## config.mk

```make
export PLATFORM = sky130hd
export DESIGN_NAME = switch_debounce_ctrl
export DESIGN_NICKNAME = d
export VERILOG_FILES = /design/src/rtl/switch_debounce_ctrl.sv
export SDC_FILE = /design/constraint.sdc
export NUM_CORES = 1
export LEC_CHECK = 0
export BUFFER_PORTS_ARGS = -buffer_cell sky130_fd_sc_hd__buf_2
export CORE_MARGIN = 3
export CORE_UTILIZATION = 45
export CTS_CLUSTER_DIAMETER = 50
export CTS_CLUSTER_SIZE = 28
export DETAILED_ROUTE_END_ITERATION = 12
export PLACE_DENSITY = 0.73
export SYNTH_ARGS = -nofsm -noshare
export SYNTH_HDL_FRONTEND = slang
export SYNTH_SLANG_ARGS = --single-unit
```

## constraint.sdc

```tcl
create_clock -name clk -period 2.1 [get_ports clk]
set_input_delay 0.315 -clock clk [delete_from_list [all_inputs] [get_ports clk]]
set_output_delay 0.315 -clock clk [all_outputs]
set_load 0.05 [all_outputs]
```

## src/rtl/switch_debounce_ctrl.sv

```systemverilog
// Switch synchroniser, per-bit debouncer, edge pulses and change-event latch.
// Optional change_count output when SW_CHANGE_COUNT_EN is defined.
module switch_debounce_ctrl #(
  parameter int WIDTH           = 8,
  parameter int SYNC_STAGES     = 2,
  parameter int DEBOUNCE_CYCLES = 16
) (
  input  logic             clk,
  input  logic             reset,
  input  logic [WIDTH-1:0] sw,
  output logic [WIDTH-1:0] sw_stable,
  output logic [WIDTH-1:0] sw_rise,
  output logic [WIDTH-1:0] sw_fall,
  output logic             evt_valid,
  output logic [WIDTH-1:0] evt_data,
  output logic [WIDTH-1:0] evt_rise_mask,
  output logic [WIDTH-1:0] evt_fall_mask,
  output logic             evt_overrun,
  input  logic             evt_ack
`ifdef SW_CHANGE_COUNT_EN
  ,
  output logic [15:0]      change_count
`endif
);

  localparam int CW = $clog2(DEBOUNCE_CYCLES + 1);
  localparam logic [CW-1:0] CNT_MAX = CW'(DEBOUNCE_CYCLES - 1);

  typedef enum logic {IDLE, PEND} state_t;

  logic [WIDTH-1:0] sync_q [SYNC_STAGES];
  logic [WIDTH-1:0] sync;
  logic [CW-1:0]    cnt_q  [WIDTH];
  logic [CW-1:0]    cnt_d  [WIDTH];
  logic [WIDTH-1:0] flip;
  logic [WIDTH-1:0] stable_q, stable_d;
  logic [WIDTH-1:0] rise_q, rise_d;
  logic [WIDTH-1:0] fall_q, fall_d;
  state_t           state_q, state_d;
  logic [WIDTH-1:0] data_q, data_d;
  logic [WIDTH-1:0] rm_q, rm_d;
  logic [WIDTH-1:0] fm_q, fm_d;
  logic             ovr_q, ovr_d;

  always_ff @(posedge clk) begin
    if (reset) begin
      for (int k = 0; k < SYNC_STAGES; k++) sync_q[k] <= '0;
    end else begin
      sync_q[0] <= sw;
      for (int k = 1; k < SYNC_STAGES; k++) sync_q[k] <= sync_q[k-1];
    end
  end

  assign sync = sync_q[SYNC_STAGES-1];

  // Any sample matching the stable level restarts that bit's count.
  always_comb begin
    flip = '0;
    for (int i = 0; i < WIDTH; i++) begin
      cnt_d[i] = '0;
      if (sync[i] != stable_q[i]) begin
        if (cnt_q[i] == CNT_MAX) flip[i] = 1'b1;
        else cnt_d[i] = cnt_q[i] + CW'(1);
      end
    end
  end

  assign stable_d = stable_q ^ flip;
  assign rise_d   = flip & ~stable_q;
  assign fall_d   = flip & stable_q;

  always_ff @(posedge clk) begin
    if (reset) begin
      for (int i = 0; i < WIDTH; i++) cnt_q[i] <= '0;
      stable_q <= '0;
      rise_q   <= '0;
      fall_q   <= '0;
    end else begin
      for (int i = 0; i < WIDTH; i++) cnt_q[i] <= cnt_d[i];
      stable_q <= stable_d;
      rise_q   <= rise_d;
      fall_q   <= fall_d;
    end
  end

  always_comb begin
    state_d = state_q;
    data_d  = data_q;
    rm_d    = rm_q;
    fm_d    = fm_q;
    ovr_d   = ovr_q;
    unique case (state_q)
      IDLE: begin
        if (|flip) begin
          state_d = PEND;
          data_d  = stable_d;
          rm_d    = rise_d;
          fm_d    = fall_d;
          ovr_d   = 1'b0;
        end
      end
      PEND: begin
        if (|flip) begin
          data_d = stable_d;
          if (evt_ack) begin
            rm_d  = rise_d;
            fm_d  = fall_d;
            ovr_d = 1'b0;
          end else begin
            rm_d  = rm_q | rise_d;
            fm_d  = fm_q | fall_d;
            ovr_d = 1'b1;
          end
        end else if (evt_ack) begin
          state_d = IDLE;
          data_d  = '0;
          rm_d    = '0;
          fm_d    = '0;
          ovr_d   = 1'b0;
        end
      end
    endcase
  end

  always_ff @(posedge clk) begin
    if (reset) begin
      state_q <= IDLE;
      data_q  <= '0;
      rm_q    <= '0;
      fm_q    <= '0;
      ovr_q   <= 1'b0;
    end else begin
      state_q <= state_d;
      data_q  <= data_d;
      rm_q    <= rm_d;
      fm_q    <= fm_d;
      ovr_q   <= ovr_d;
    end
  end

`ifdef SW_CHANGE_COUNT_EN
  logic [15:0] ccnt_q, ccnt_d;

  always_comb begin
    ccnt_d = ccnt_q;
    if ((|flip) && (ccnt_q != 16'hFFFF)) ccnt_d = ccnt_q + 16'd1;
  end

  always_ff @(posedge clk) begin
    if (reset) ccnt_q <= '0;
    else       ccnt_q <= ccnt_d;
  end

  assign change_count = ccnt_q;
`endif

  assign sw_stable     = stable_q;
  assign sw_rise       = rise_q;
  assign sw_fall       = fall_q;
  assign evt_valid     = (state_q == PEND);
  assign evt_data      = data_q;
  assign evt_rise_mask = rm_q;
  assign evt_fall_mask = fm_q;
  assign evt_overrun   = ovr_q;

endmodule
```

Word level (Yosys, flattened, before mapping)
Memories as Yosys holds them, arrays and structs flattened.
Index checks and enable logic that the tools add are counted.
- register bits after elaboration: 50
- bits in writable memories: 56
- input bits: 11
- output and inout port bits: 50
- word-level logic and storage cells: 120
- memories: 2
- $add $sub $neg: 8
- equality and inequality tests: 18
- multiplexer cells: 65
- bitwise gates (word level): 17
- reduce and logical (&&, ||, !) cells: 2
- memories (memory ; depth ; width ; rd ports ; clocked after Yosys merged registers in ; wr ports ; RTL line ; RTL):
    cnt_q ; 8 ; 5 ; 8 ; 0 ; 8 ; 33 ; logic [CW-1:0] cnt_q [WIDTH];
    sync_q ; 2 ; 8 ; 2 ; 0 ; 2 ; 31 ; logic [WIDTH-1:0] sync_q [SYNC_STAGES];
- operator list (cell ; number):
    $mux 5 ; 24
    $mux 8 ; 11
    $pmux 8 s2 ; 3
    $add 5x1->5 const B ; 8
    $eq 5x4->1 const B ; 8
    $mux 1 ; 25
    $and 8x8->8 ; 2
    $or 8x8->8 ; 2
    $or 1x1->1 ; 10
    $ne 1x1->1 ; 8
    $not 8->8 ; 1
    $reduce_or 8->1 ; 1
    $xor 8x8->8 ; 1
    $pmux 1 s2 ; 2
    $ne 3x2->1 const B ; 1
    $ne 2x2->1 const B ; 1
    $reduce_and 2->1 ; 1
    $not 1->1 ; 1

Longest topological paths before layout
Gate-level depths: netlist (run 1).
- depth after elaboration: 8
- mapped depth: 9
- mapped depth without buffers: 8

Worst setup path after synthesis (run 1)
Ideal clock, no wire load.
- path kind: flip-flop to flip-flop
- from: mem cnt_q[0][15] in the netlist's numbering
- to: reg fm_q[6] (netlist: evt_fall_mask[6])
- setup time: 58 ps
- data arrival time: 2095 ps
- required time: 2042 ps
- slack: -54 ps
- cell stages (with the launch flop): 9
- path buffers: 1
- clock period less this slack: 2154 ps
- cell sequence: dfxtp_1 ha_1 and3_1 ha_1 nor2b_1 a211o_4 o41ai_4 buf_6 a21o_1
- RTL lines (element ; RTL line ; RTL):
    start: declaration ; 33 ;
    end signal: assignment ; 136 ; fm_q <= fm_d;
    end: declaration ; 42 ; logic [WIDTH-1:0] fm_q, fm_d;

==> flow_summary.ini, run 1 <==
[timing]
relSlewSlack_pct = 68.83
min_period_ps = 2047
whs_ps = 163.1
rsz0062_at_grt = yes
finalHoldViolations = 0
max_freq_mhz = 488.5
worst_pin_slew_ps = 461.3
skew_ps = 7.929
setup_viol_count_final = 0
fin_crit_sh_pct = 97.47
layout_setup_ws_ps = 53.09
slew_viol_final = 0

[setup_path]
required_ps = 2400
crit_arrival_ps = 2350
r2r_cells = 9
cp-start-kind = register
endpoint_kind = register
path_class = reg -> reg
cp_max_fo = 8

[placed_design]
gp_congestion = 0.7565
place_hpwl_um = 5031
place_ws_ps = 12.46
port_buffers = 60

[global_route]
antenna_found_initial = 0
grt_max_degree = 25
gr-usage-all-layers_pct = 15.61
overflow = 0
grt_pass1_vias = 2441
grt_pass1_wl_um = 11160

[cells_and_area]
final_common_cell = dfxtp_1
diodes = 0
drive_above_1_share_pct = 26.95
nets = 445
layout_common_cells = 101 x dfxtp_1, 60 x buf_2, 48 x nor2_1
area_delta_synth_final_pct = 22.86

[route]
drt_iter0_drc = 79
wl_um = 6873
via_count = 2513
wl_per_cell_um = 13.09
postRouteAntennaNets = 0
drtPass1Iterations = 4
drc = 0
via_per_inst = 4.787

[synthesis]
yosysSeqAreaShare_pct = 57.86
ys_warn_count = 0
syn_nets = 367
synth_seq_cells = 106
yosysTopAreaCellShare_pct = 57.86
synthTopCellsByArea = dfxtp_1 58%, ha_1 5.5%, nor2_1 5.0%
syn_inst = 340
synth_area_um2 = 3667
avgSynthCellArea_um2 = 10.79
synth.distinct_cells = 26
synth_area_leader_cell = dfxtp_1

[clocking]
cts_made_buffers = 9
insertion_delay_ps = 350
hold_buffers = 0
h-tree-depth = 3
ctsLongestPathBuffers = 2
root_buffer = clkbuf_8
clkSinkCount = 106
cts_tree = built
clkTransAtPathRegs_ps = 100

[power_and_ir_drop]
powerDensity_nw_per_um2 = 753.1
max-vdd-ir-drop_v = 0.0003048
p_leak_nw = 1.998

[die]
num_rows = 32
core_area_um2 = 7807
die-area_um2 = 9269
start_util_pct = 46.97
die_h_um = 96.28
die_w_um = 96.28
ios = 61

[status]
status = finished, final reports clean

[min_path]
hold_depth = 2
hold_path.class = in -> reg

[flow_run]
cap_violations = 0
==> layout make-up <==
type                            instances  area, µm²
Sequential cell                       106       2133
Fill cell                             687       3302
Clock inverter                          6      71.32
Timing Repair Buffer                   76      427.9
Inverter                               17      68.82
Clock buffer                           10      137.6
Tap cell                              102      127.6
Multi-Input combinational cell        208       1539
==> critical path, stage by stage (launching register included) <==
cell     delay, ps
dfxtp_4        370
ha_4           150
and3_4         180
ha_4           170
inv_4           60
o22ai_4         60
a211o_4        360
o41ai_4        350
buf_6          190
a21o_1         110
==> timing repair <==
item                       4_1_cts  5_1_grt
setup buffers                    0        4
gates resized for setup          0       31
setup endpoints to repair       13       24
pin swaps                        0       18
hold endpoints to repair         0        0
==> sequential cells by signal, indices dropped and copies added (netlist names) <==
register	count
sw_stable	8
sw_rise	8
evt_valid	1
evt_fall_mask	8
evt_rise_mask	8
cnt_q	40
evt_data	8
sw_fall	8
evt_overrun	1
sync_q	16
==> worst paths after layout <==
path,slack [ps],start,end
max,50,cnt_q[0][10],evt_fall_mask[5]
min,160,sw[1],sync_q[0][1]
max reg2reg,50,cnt_q[0][10],evt_fall_mask[5]
min reg2reg,440,sync_q[0][1],sync_q[0][9]
==> metal layers <==
metal  vias up  track usage [%]  part of all wire (%)
li1       1301                -                     -
met1      1163            20.94                    48
met2        45            24.32                    47
met3         4            3.597                   4.7
met4         0            6.043                  0.71
met5         -                0                     0
==> logic make-up (layout without fill, tap and decap cells) <==
group | after synthesis | count (layout) | synth area share, %
fa+ha+maj | 16 | 16 | 5.459
mux | 9 | 9 | 2.457
xor+xnor | 24 | 24 | 5.732
buf+inv | 26 | 109 | 2.866
flops | 106 | 106 | 57.86
simple gates | 120 | 120 | 17.33
compound gates | 39 | 39 | 8.291
==> report_power, final <==
part	switching (mW)	internal (mW)
combinational	0.0445	0.0345
clock	0.681	0.595
sequential	0.0127	2.03
==> synth_stat cells <==
master and n:
dfxtp_1 106, nor2_1 49, inv_1 17, nor2b_1 17, a21o_1 16, ha_1 16, nand2_1 13, xnor2_1 13
and3_1 11, xor2_1 11, mux2i_1 9, clkbuf_1 8, nand3_1 8, nor4b_1 8, nor4bb_1 8, o21ai_0 8
o31ai_1 8, or3_1 5, a21oi_1 2, a211o_4 1, a22oi_1 1, buf_6 1, nand2b_1 1, o221ai_2 1
o22ai_1 1, o41ai_4 1
==> per-stage QoR <==
step	setup TNS (ps)	cells	util [%]	power (mW)	cell area, µm²
2_1_floorplan	0	340	-	2.133	3667
3_3_place_gp	0	505	53.08	2.158	4144
3_5_place_dp	0	505	53.08	2.161	4144
4_1_cts	-95.64	521	55.75	3.426	4353
5_1_grt	-305.2	525	57.71	3.519	4506
6_report	0	525	57.71	3.393	4506
Note: power is estimated with default switching activity, not from simulation.
==> inputs of run 2 (changes only) <==
RECOVER_POWER = 25   (was not set)
==> flow_summary.ini, run 2 (synthesized netlist as in run 1, its figures left out) <==
[route]
via_per_inst = 4.792
drc = 0
postRouteAntennaNets = 0
drtPass1Iterations = 4
wl_per_cell_um = 13.14
wl_um = 6900
via_count = 2516
drt_iter0_drc = 56

[timing]
relSlewSlack_pct = 35.00
fin_crit_sh_pct = 97.49
tns_ps = 0
max_freq_mhz = 488.5
finalHoldViolations = 0
rsz0062_at_grt = yes
worst_pin_slew_ps = 975.0
slew_viol_final = 0
whs_ps = 163.6
skew_ps = 7.586
min_period_ps = 2047
setup_viol_count_final = 0

[placed_design]
gp_congestion = 0.7565
post_dp_cell_area_um2 = 4144
port_buffers = 60
place_hpwl_um = 5031
placed_cells = 505

[clocking]
hold_buffers = 0
insertion_delay_ps = 350
root_buffer = clkbuf_8
ctsLongestPathBuffers = 2
cts_tree = built
clkSinkCount = 106
h-tree-depth = 3
cts_made_buffers = 9
clkTransAtPathRegs_ps = 100

[die]
start_util_pct = 46.97
die_w_um = 96.28
die_h_um = 96.28
core_area_um2 = 7807
ios = 61
die-area_um2 = 9269
num_rows = 32

[setup_path]
crit_arrival_ps = 2350
path_cells = ha_4, and3_4, ha_4, inv_4, o22ai_4, a211o_4, o41ai_4, buf_6, a21o_1
crit_top_cell = ha_4
slowest_stage = dfxtp_4
path_delay_family = compound AO/OA/AOI/OAI gates
required_ps = 2400
cp-start-kind = register
endpoint_kind = register
cp_max_fo = 8
path_class = reg -> reg
crit_buf_inv = 2
crit_path_max_incr_delay_ps = 370

[cells_and_area]
drive_above_1_share_pct = 22.70
area_delta_synth_final_pct = 22.18
nets = 445
diodes = 0
layout_common_cells = 101 x dfxtp_1, 48 x nor2_1, 43 x buf_2
reg_top3 = cnt_q (40), sync_q (16)
largest_register_ff_count = 40
fin_cells = 525
final_common_cell = dfxtp_1
final_area_um2 = 4481
final_util_pct = 57.39
top_register = cnt_q

[power_and_ir_drop]
p_comb_share_pct = 2.3
swShare_pct = 21.77
p_leak_nw = 1.919
power.internal_mw = 2.654
powerDensity_nw_per_um2 = 757.2
max-vdd-ir-drop_v = 0.0003045
power_switching_mw = 0.7384
clkPwrFrac_pct = 37.6
pwr-share-seq_pct = 60.1

[global_route]
grt_max_degree = 25
antenna_found_initial = 0
gr-usage-all-layers_pct = 15.61
grt_pass1_wl_um = 11160
grt_pass1_vias = 2441
overflow = 0

[flow_run]
cap_violations = 0

[min_path]
hold_path.class = in -> reg

[status]
status = finished, final reports clean
run 2: area by class of cell:
type                            instances  area [µm²]
Tap cell                              102       127.6
Multi-Input combinational cell        208        1539
Clock buffer                           10       137.6
Inverter                               17       68.82
Timing Repair Buffer                   76       402.9
Fill cell                             699        3327
Clock inverter                          6       71.32
Sequential cell                       106        2133
run 2: repair_timing:
| item | in CTS | in global routing |
|---|---|---|
| pin swaps | 0 | 18 |
| buffers inserted | 0 | 4 |
| gates resized for setup | 0 | 31 |
| endpoints found under the setup margin | 13 | 24 |
run 2: path summary, 6_finish.rpt:
path | cells past startpoint | from | endpoint | slack, ps
setup / recovery | 9 | cnt_q[0][10] | evt_fall_mask[5] | 50
hold / removal | 2 | sw[1] | sync_q[0][1] | 160
setup reg to reg | 9 | cnt_q[0][10] | evt_fall_mask[5] | 50
hold reg to reg | 1 | cnt_q[1][10] | cnt_q[1][10] | 440
run 2: through the flow:
stage | worst slack, ps | power (mW)
final | 52.78 | 3.393
after global routing | -31.37 | 3.518
after CTS | -13.60 | 3.426
after detailed placement | 12.46 | 2.161
after global placement | 70.23 | 2.158
after floorplan | 13.78 | 2.133
run 2: per-layer routing:
layer  vias to the layer above  GRT usage [%]  part of all wire (%)
met5                         -              0                     0
met4                         0          6.043                  0.71
met3                         4          3.597                   4.3
met2                        42          24.32                    46
met1                      1168          20.94                    49
li1                       1302              -                     -
run 2: power by group through the flow:
stage | logic, mW | clock network [mW] | registers [mW]
2_1_floorplan | 0.0501 | 0 | 2.08
3_3_place_gp | 0.0730 | 0 | 2.08
3_5_place_dp | 0.0750 | 0 | 2.09
4_1_cts | 0.0756 | 1.31 | 2.04
5_1_grt | 0.0881 | 1.39 | 2.04
6_report | 0.0785 | 1.28 | 2.04
